$ cat config.mk
export PLATFORM = sky130hd
export DESIGN_NAME = pool_window_feeder
export DESIGN_NICKNAME = d
export VERILOG_FILES = /design/src/rtl/pool_window_feeder.sv
export SDC_FILE = /design/constraint.sdc
export NUM_CORES = 1
export LEC_CHECK = 0
export CORE_UTILIZATION = 55
export DETAILED_ROUTE_END_ITERATION = 6
export DONT_BUFFER_PORTS = 1
export PLACE_DENSITY = 0.7
export SETUP_SLACK_MARGIN = 0.05
export SYNTH_ARGS = -nofsm -noshare
export SYNTH_HDL_FRONTEND = slang
export SYNTH_SLANG_ARGS = --single-unit
$ cat constraint.sdc
create_clock -name clk -period 3.83 [get_ports clk]
set_input_delay 0.1915 -clock clk [delete_from_list [all_inputs] [get_ports clk]]
set_output_delay 0.1915 -clock clk [all_outputs]
set_load 0.05 [all_outputs]
$ cat src/rtl/pool_window_feeder.sv
// Row-pair window feeder: buffers two raster rows, then replays each 2x2 window as two column beats.
// Optional macro POOL_GAP_EN inserts one idle cycle (out_valid low) after every window.
module pool_window_feeder #(
  parameter int dataColNum = 28,
  parameter int wordlength = 16,
  parameter int col_length = 5
) (
  input  logic                         clk,
  input  logic                         irst_n,
  input  logic                         in_valid,
  input  logic signed [wordlength-1:0] pixel_in,
  output logic                         in_ready,
  output logic signed [wordlength-1:0] pixels_0,
  output logic signed [wordlength-1:0] pixels_1,
  output logic                         out_valid,
  output logic                         win_last
);

  localparam int AW = (dataColNum > 1) ? $clog2(dataColNum) : 1;
  localparam logic [col_length-1:0] COL_LAST = col_length'(dataColNum - 1);
  localparam logic [col_length-1:0] WIN_LAST = col_length'(dataColNum / 2 - 1);

  typedef enum logic [2:0] {FILL0, FILL1, EMIT_A, EMIT_B, GAP} state_t;

  state_t                        state_q, state_d;
  logic [col_length-1:0]         col_q, col_d;
  logic [col_length-1:0]         k_q, k_d;
  logic                          out_valid_q, out_valid_d;
  logic                          win_last_q, win_last_d;
  logic signed [wordlength-1:0]  pixels_0_q, pixels_0_d;
  logic signed [wordlength-1:0]  pixels_1_q, pixels_1_d;

  logic signed [wordlength-1:0]  row0_mem [dataColNum];
  logic signed [wordlength-1:0]  row1_mem [dataColNum];

  logic                          accept;
  logic                          advance;
  logic                          load_pix;
  logic [col_length-1:0]         rd_idx;

  assign in_ready = (state_q == FILL0) || (state_q == FILL1);
  assign accept   = in_valid && in_ready;

  // NOTE: row buffers have no reset; every entry is rewritten during the fill before replay reads it.
  always_ff @(posedge clk) begin
    if (accept) begin
      if (state_q == FILL0) row0_mem[col_q[AW-1:0]] <= pixel_in;
      else                  row1_mem[col_q[AW-1:0]] <= pixel_in;
    end
  end

  always_comb begin
    // NOTE: every signal gets a default first so no path through the case infers a latch.
    state_d     = state_q;
    col_d       = col_q;
    k_d         = k_q;
    out_valid_d = 1'b0;
    win_last_d  = 1'b0;
    load_pix    = 1'b0;
    advance     = 1'b0;
    rd_idx      = '0;

    case (state_q)
      FILL0, FILL1: begin
        if (accept) begin
          if (col_q == COL_LAST) begin
            col_d = '0;
            if (state_q == FILL0) begin
              state_d = FILL1;
            end else begin
              state_d     = EMIT_A;
              k_d         = '0;
              out_valid_d = 1'b1;
              load_pix    = 1'b1;
              rd_idx      = '0;
            end
          end else begin
            col_d = col_q + 1'b1;
          end
        end
      end
      EMIT_A: begin
        state_d     = EMIT_B;
        out_valid_d = 1'b1;
        win_last_d  = 1'b1;
        load_pix    = 1'b1;
        rd_idx      = k_q + k_q + 1'b1;
      end
      EMIT_B: begin
`ifdef POOL_GAP_EN
        state_d = GAP;
`else
        advance = 1'b1;
`endif
      end
`ifdef POOL_GAP_EN
      GAP: advance = 1'b1;
`endif
      default: state_d = FILL0;
    endcase

    // Leaving a finished window: start the next one or return to filling.
    if (advance) begin
      if (k_q == WIN_LAST) begin
        state_d = FILL0;
      end else begin
        state_d     = EMIT_A;
        k_d         = k_q + 1'b1;
        out_valid_d = 1'b1;
        load_pix    = 1'b1;
        rd_idx      = k_d + k_d;
      end
    end

    pixels_0_d = load_pix ? row0_mem[rd_idx[AW-1:0]] : pixels_0_q;
    pixels_1_d = load_pix ? row1_mem[rd_idx[AW-1:0]] : pixels_1_q;
  end

  // NOTE: sequential state uses non-blocking assignments so all flops update from pre-edge values.
  always_ff @(posedge clk or negedge irst_n) begin
    if (!irst_n) begin
      state_q     <= FILL0;
      col_q       <= '0;
      k_q         <= '0;
      out_valid_q <= 1'b0;
      win_last_q  <= 1'b0;
      pixels_0_q  <= '0;
      pixels_1_q  <= '0;
    end else begin
      state_q     <= state_d;
      col_q       <= col_d;
      k_q         <= k_d;
      out_valid_q <= out_valid_d;
      win_last_q  <= win_last_d;
      pixels_0_q  <= pixels_0_d;
      pixels_1_q  <= pixels_1_d;
    end
  end

  assign out_valid = out_valid_q;
  assign win_last  = win_last_q;
  assign pixels_0  = pixels_0_q;
  assign pixels_1  = pixels_1_q;

endmodule

# Yosys cells after proc, flatten, opt, wreduce, memory -nomap -nowiden
# Memory sizes are Yosys's and may differ from the RTL's. A register that Yosys moved wholly into a read port is not among the register bits.
# Index checks and enable logic that the tools add are counted.
classes:
  addsub: 5
  n_eq_ne: 8
  n_mux: 29
  reduce_logical: 8
op_table:
  columns: ["cell", "n"]
  rows:
  - ["5-bit two-way mux", 10]
  - ["5-bit by 1-bit adder with 5-bit output (second input constant)", 3]
  - ["1-bit two-way mux", 12]
  - ["5-bit adder", 2]
  - ["3-bit two-way mux", 3]
  - ["3-bit one-hot mux with 3 select lines", 1]
  - ["3-bit by 2-bit equality test with 1-bit output (second input constant)", 2]
  - ["3-bit inequality test (second input constant)", 2]
  - ["5-bit by 4-bit equality test with 1-bit output (second input constant)", 1]
  - ["5-bit equality test (second input constant)", 1]
  - ["2-bit two-way mux", 2]
  - ["3-bit by 1-bit equality test with 1-bit output (second input constant)", 1]
  - ["3-bit zero test", 1]
  - ["3-bit AND reduction", 1]
  - ["1-bit zero test", 2]
  - ["2-bit inequality test (second input constant)", 1]
  - ["1-bit one-hot mux with 2 select lines", 1]
  - ["2-bit AND reduction", 1]
  - ["2-bit OR reduction", 1]
  - ["1-bit logical AND", 1]
  - ["1-bit logical OR", 1]
word_totals:
  register_bits: 15
  ram_bits: 896
  in_bits: 19
  output_inout_bits: 35
  wordCells: 57
  n_memories: 2
memory_table:
  columns: ["name", "words", "word_bits", "rd", "rd_clocked_by_memory_dff", "write_ports", "line", "text"]
  rows:
  - ["row0_mem", 28, 16, 1, 1, 1, "33", "logic signed [wordlength-1:0] row0_mem [dataColNum];"]
  - ["row1_mem", 28, 16, 1, 1, 1, "34", "logic signed [wordlength-1:0] row1_mem [dataColNum];"]

# Longest topological paths before layout
depth:
  ltp_word: 7
  ltp_mapped: 13
  mapped_depth_nobuf: 10

# Least setup slack after synthesis
# No wires, ideal clock.
synth_timing:
  path_kind: "flip-flop to flip-flop"
  from: "register k_q[1]"
  to: "register pixels_0_q[12] (netlist: pixels_0[12]) (read register of row0_mem)"
  setup_time_ns: 0.136
  t_arrival_ns: 2.397
  t_required_ns: 3.694
  path_slack_ns: 1.297
  path_stages_with_launch: 13
  n_path_buf: 3
  period_less_slack_ns: 2.533
  path_cell_list: "dfrtp_1 inv_1 ha_1 and4b_1 buf_6 nor2_4 buf_4 buf_2 mux2_1 o21ai_0 a21oi_1 o31ai_1 o211ai_1"
synth_between:
  elab_chain_len: 5
  elab_cells_between_ends: 10
  classes_between: "4 x add/sub; 1 x eq/ne; 5 x mux"
synth_lines:
  columns: ["item", "line", "text"]
  rows:
  - ["from (decl)", "27", "logic [col_length-1:0] k_q, k_d;"]
  - ["from (signal assigned)", "132", "k_q <= k_d;"]
  - ["5-bit adder", "87", "rd_idx = k_q + k_q + 1'b1;"]
  - ["5-bit by 1-bit adder with 5-bit output", "87", null]
  - ["5-bit two-way mux", null, null]
  - ["5-bit two-way mux", "104", "if (k_q == WIN_LAST) begin"]
  - ["5-bit two-way mux", "103", "if (advance) begin"]
  - ["to (decl)", "30", "logic signed [wordlength-1:0] pixels_0_q, pixels_0_d;"]
# Parallel ways exist; a longest one is shown, timed or not.
# A chain may end at the register's enable or synchronous reset.

# Final worst setup path
layout_timing:
  from: "register state_q[1]"
  to: "register pixels_1_q[0] (netlist: pixels_1[0]) (read register of row1_mem)"
layout_between:
  elab_chain_len: 7
  elab_cells_between_ends: 17
  classes_between: "3 x eq/ne; 10 x mux; 4 x reduce/logical"
layout_lines:
  columns: ["item", "line", "text"]
  rows:
  - ["from (decl)", "25", "state_t state_q, state_d;"]
  - ["from (signal assigned)", "130", "state_q <= state_d;"]
  - ["3-bit zero test / 3-bit by 1-bit equality test with 1-bit output (equally long branches)", "41, 63, 68", null]
  - ["1-bit two-way mux / 1-bit logical OR (equally long branches)", "68, 41", null]
  - ["1-bit two-way mux / 1-bit logical AND (equally long branches)", "66, 42", null]
  - ["1-bit two-way mux", "65", "if (accept) begin"]
  - ["1-bit one-hot mux with 2 select lines", "63", "case (state_q)"]
  - ["1-bit two-way mux", "104", null]
  - ["1-bit two-way mux", "103", null]
  - ["to (decl)", "31", "logic signed [wordlength-1:0] pixels_1_q, pixels_1_d;"]
# Parallel ways exist; a longest one is shown, timed or not.

==> impl_results.md <==
* Die area at 71500 sq um
* Slew @ Worst Pin at 0.982 ns
* Post-synthesis mux area share at 4.35%
* Crit Path Category: reg2reg
* Compound-gate portion of the synthesized area at 11.7%
* Yosys cell types at 82
* Post-Syn Instances at 2709
* Max Fclk at 0.268 GHz
* Num CTS Buffers at 94
* Hold Path Class: in2async
* TritonCTS clock tree: done
* Final TNS setup at 0 ns
* Longest Clk Path Bufs at 3
* R2R Setup Slk at 0.1 ns
* Layout fillers at 4999
* DR WL/cell at 33.3 um
* Worst skew pair latency at 0.69 ns
* Outcome: complete, no violations
* Number of synthesized flops with an enable pin at 896
* Share of layout cells above drive strength 1 at 15.6%
* Mapped Nets at 2738
* Post-Synth XOR/XNOR Area at 0%
* Starting DRT DRC Count at 4714
* Largest family of logic cells by synthesized area: compound AO/OA/AOI/OAI gates
* Num ports at 54
* Ranking of synthesized cells by area: edfxtp_1 69%, dfrtp_1 3.0%, nand2_1 2.7%
* Sequential share of the synthesized area at 72.4%
* Final net count at 2871
* Synthesis-to-finish area growth at 14.6%
* Clock skew at 0.0343 ns
* First-pass GRT wire length at 182000 um
* ANT nets after route at 0
* Initial antenna violation count at 5
* RSZ-0062 raised after global routing: false
* Fin util at 64.2%
* Normalized max-slew margin at 33.7%
* Largest area contributor in the netlist: edfxtp_1
* Initial core utilization at 56.0%
* Vias in the first global route at 25400
* Core Region at 69200 sq um
* Total Routing Usage GR at 36.2%
* Vias/cell at 6.96
* Drt drc at 0
* CTS HTree Levels at 3
* Setup crit end kind: flop
* Hold Vio Cnt, Final at 0
* Peak VDD IR at 0.430 mV
* Global-route met3 utilization at 10.5%
* Met2 Usage GRT at 53.3%
* Static leakage at 14.9 nW
* Clk sink count at 942
* Top-area cell type share of the netlist area at 69.4%
* Gpl congestion at 0.982
* IO Port Bufs at 0
* Required @ worst endpoint at 4.37 ns
* Final Setup Violations at 0
* Rows at 96
* Grt peak-use layer: met2
* Via count at 26800
* Synth Area per Inst at 14.3 sq um
* Fin crit period at 3.73 ns
* Slew Limit Fails at 0
* Async SR Flop Fraction at 4.88%
* Pwr Total at 0.0216 W
* Die Y at 267 um
* Most numerous cell in the Yosys netlist: edfxtp_1
* Yosys Warn Count at 0
* Post-synthesis simple-gate area fraction at 8.66%
* Synthesized cell area at 38700 sq um
* Worst-path clk slew at 0.06 ns
* Primary FF master, synth: edfxtp_1
* First drt pass iteration count at 6
* Startpoint Class: flop
* Crit-path max FO at 19
* Final period util at 97.5%
* Root buffer cell: clkbuf_16
* Crit path DAT at 4.28 ns
* Adder-Cell Fraction of Synth Area at 0.323%
* Post-CTS setup buffers at 0
* GR Layer Usage met1 at 49.8%
* Max-cap viol count at 0
* Die Wd at 267 um
* Number of synthesized register bits at 942
* Largest net degree at the start of global routing at 57
* Pwr dens at 486 nW/um^2
* Drt total wl at 128000 um
* Grt total ovfl at 0
* Top cells by count, synth: 896 x edfxtp_1, 276 x nand2_1, 174 x nor2_1, 117 x o21ai_0, 103 x mux2i_1
* HPWL Detailed at 79000 um
metrics by stage:
step | cell area, sq um | cells | setup WS (ns) | hold WS, ns
6_report | 44400 | 3852 | 0.0962 | 0.0588
5_1_grt | 44400 | 3850 | 0.0923 | 0.0645
4_1_cts | 44400 | 3850 | 0.166 | 0.0606
3_5_place_dp | 40700 | 3642 | 0.0172 | -0.100
3_3_place_gp | 40700 | 3642 | 0.0491 | -0.100
2_1_floorplan | 38700 | 2709 | 1.30 | -0.104
worst max-delay path, cell delays in order, from the launching register on:
cell      delay, ns
dfrtp_1        0.51
ha_4           0.33
nand2b_1       0.28
nor2_4         0.20
buf_4          0.28
buf_4          0.38
mux2_2         0.22
o22ai_1        0.07
o311ai_0       0.83
a32oi_1        0.34
o41ai_1        0.14
what timing repair did:
action	CTS	global route
hold endpoints to repair	948	0
gates resized for setup	2	3
setup endpoints to repair	2	8
pin swaps	0	0
hold buffers	35	0
state kept, by name, indices dropped and copies added (netlist names):
signal and count:
win_last 1, pixels_0 16, row1_mem 448, out_valid 1
state_q 2, k_q 5, pixels_1 16, row0_mem 448
col_q 5
metal layers:
metal | wire, um | share of wire, % | up-vias
li1 | - | - | 11000
met1 | 47700 | 37 | 13400
met2 | 56700 | 44 | 2096
met3 | 17300 | 13 | 370
met4 | 6610 | 5.2 | 4
met5 | 27 | 0.021 | -
final timing paths:
check	startpoint	cells after the start	endpoint
worst max-delay path	state_q[1]	10	pixels_1[0]
worst min-delay path	irst_n	2	pixels_0[3]
worst max register to register	state_q[1]	10	pixels_1[0]
worst min register to register	k_q[4]	1	k_q[4]
max in group asynchronous	irst_n	2	k_q[0]
min in group clk	in_valid	2	row0_mem[6][12]
cells in the final DEF, fill, tap and decap left out, drive strengths merged, types with 35 or more instances in the layout:
| master | netlist | final |
|---|---|---|
| a21oi | 86 | 86 |
| o31ai | 35 | 35 |
| nor2 | 178 | 178 |
| mux2i | 104 | 104 |
| o211ai | 35 | 35 |
| nand2 | 279 | 279 |
| mux2 | 57 | 57 |
| o22ai | 88 | 88 |
| o21ai | 126 | 126 |
| dfrtp | 46 | 46 |
| nand3 | 64 | 64 |
| clkbuf | 72 | 107 |
| a31oi | 53 | 53 |
| a211oi | 53 | 53 |
| nor3 | 70 | 70 |
| buf | 126 | 217 |
| edfxtp | 896 | 896 |
| clkinv | 2 | 51 |
cell families (layout without fill, tap and decap cells):
group | Yosys count | count (layout)
buffers and inverters | 210 | 420
DFF | 942 | 942
and+or+nand+nor | 727 | 727
AOI/OAI and AO/OA | 659 | 659
other | 0 | 2
adders and majority gates | 10 | 10
muxes | 161 | 161
power by group:
group / switching (W) / internal [W] / leakage (nW)
Combinational: 0.000612 / 0.000179 / 4.81
Sequential: 0.0000808 / 0.0115 / 8.61
Clock: 0.00397 / 0.00523 / 1.51
cell type report:
class,count,area (sq um),area share [%]
antenna,2,5.00,0.0113
clock buffer,107,2410,5.43
clock inverter,66,662,1.49
inverter,12,46.3,0.104
multi-input combinational,1557,9800,22.1
sequential,942,28100,63.2
tap,931,1160,2.62
timing repair buffer,235,2250,5.07
Power figures use the tool's default switching activity.
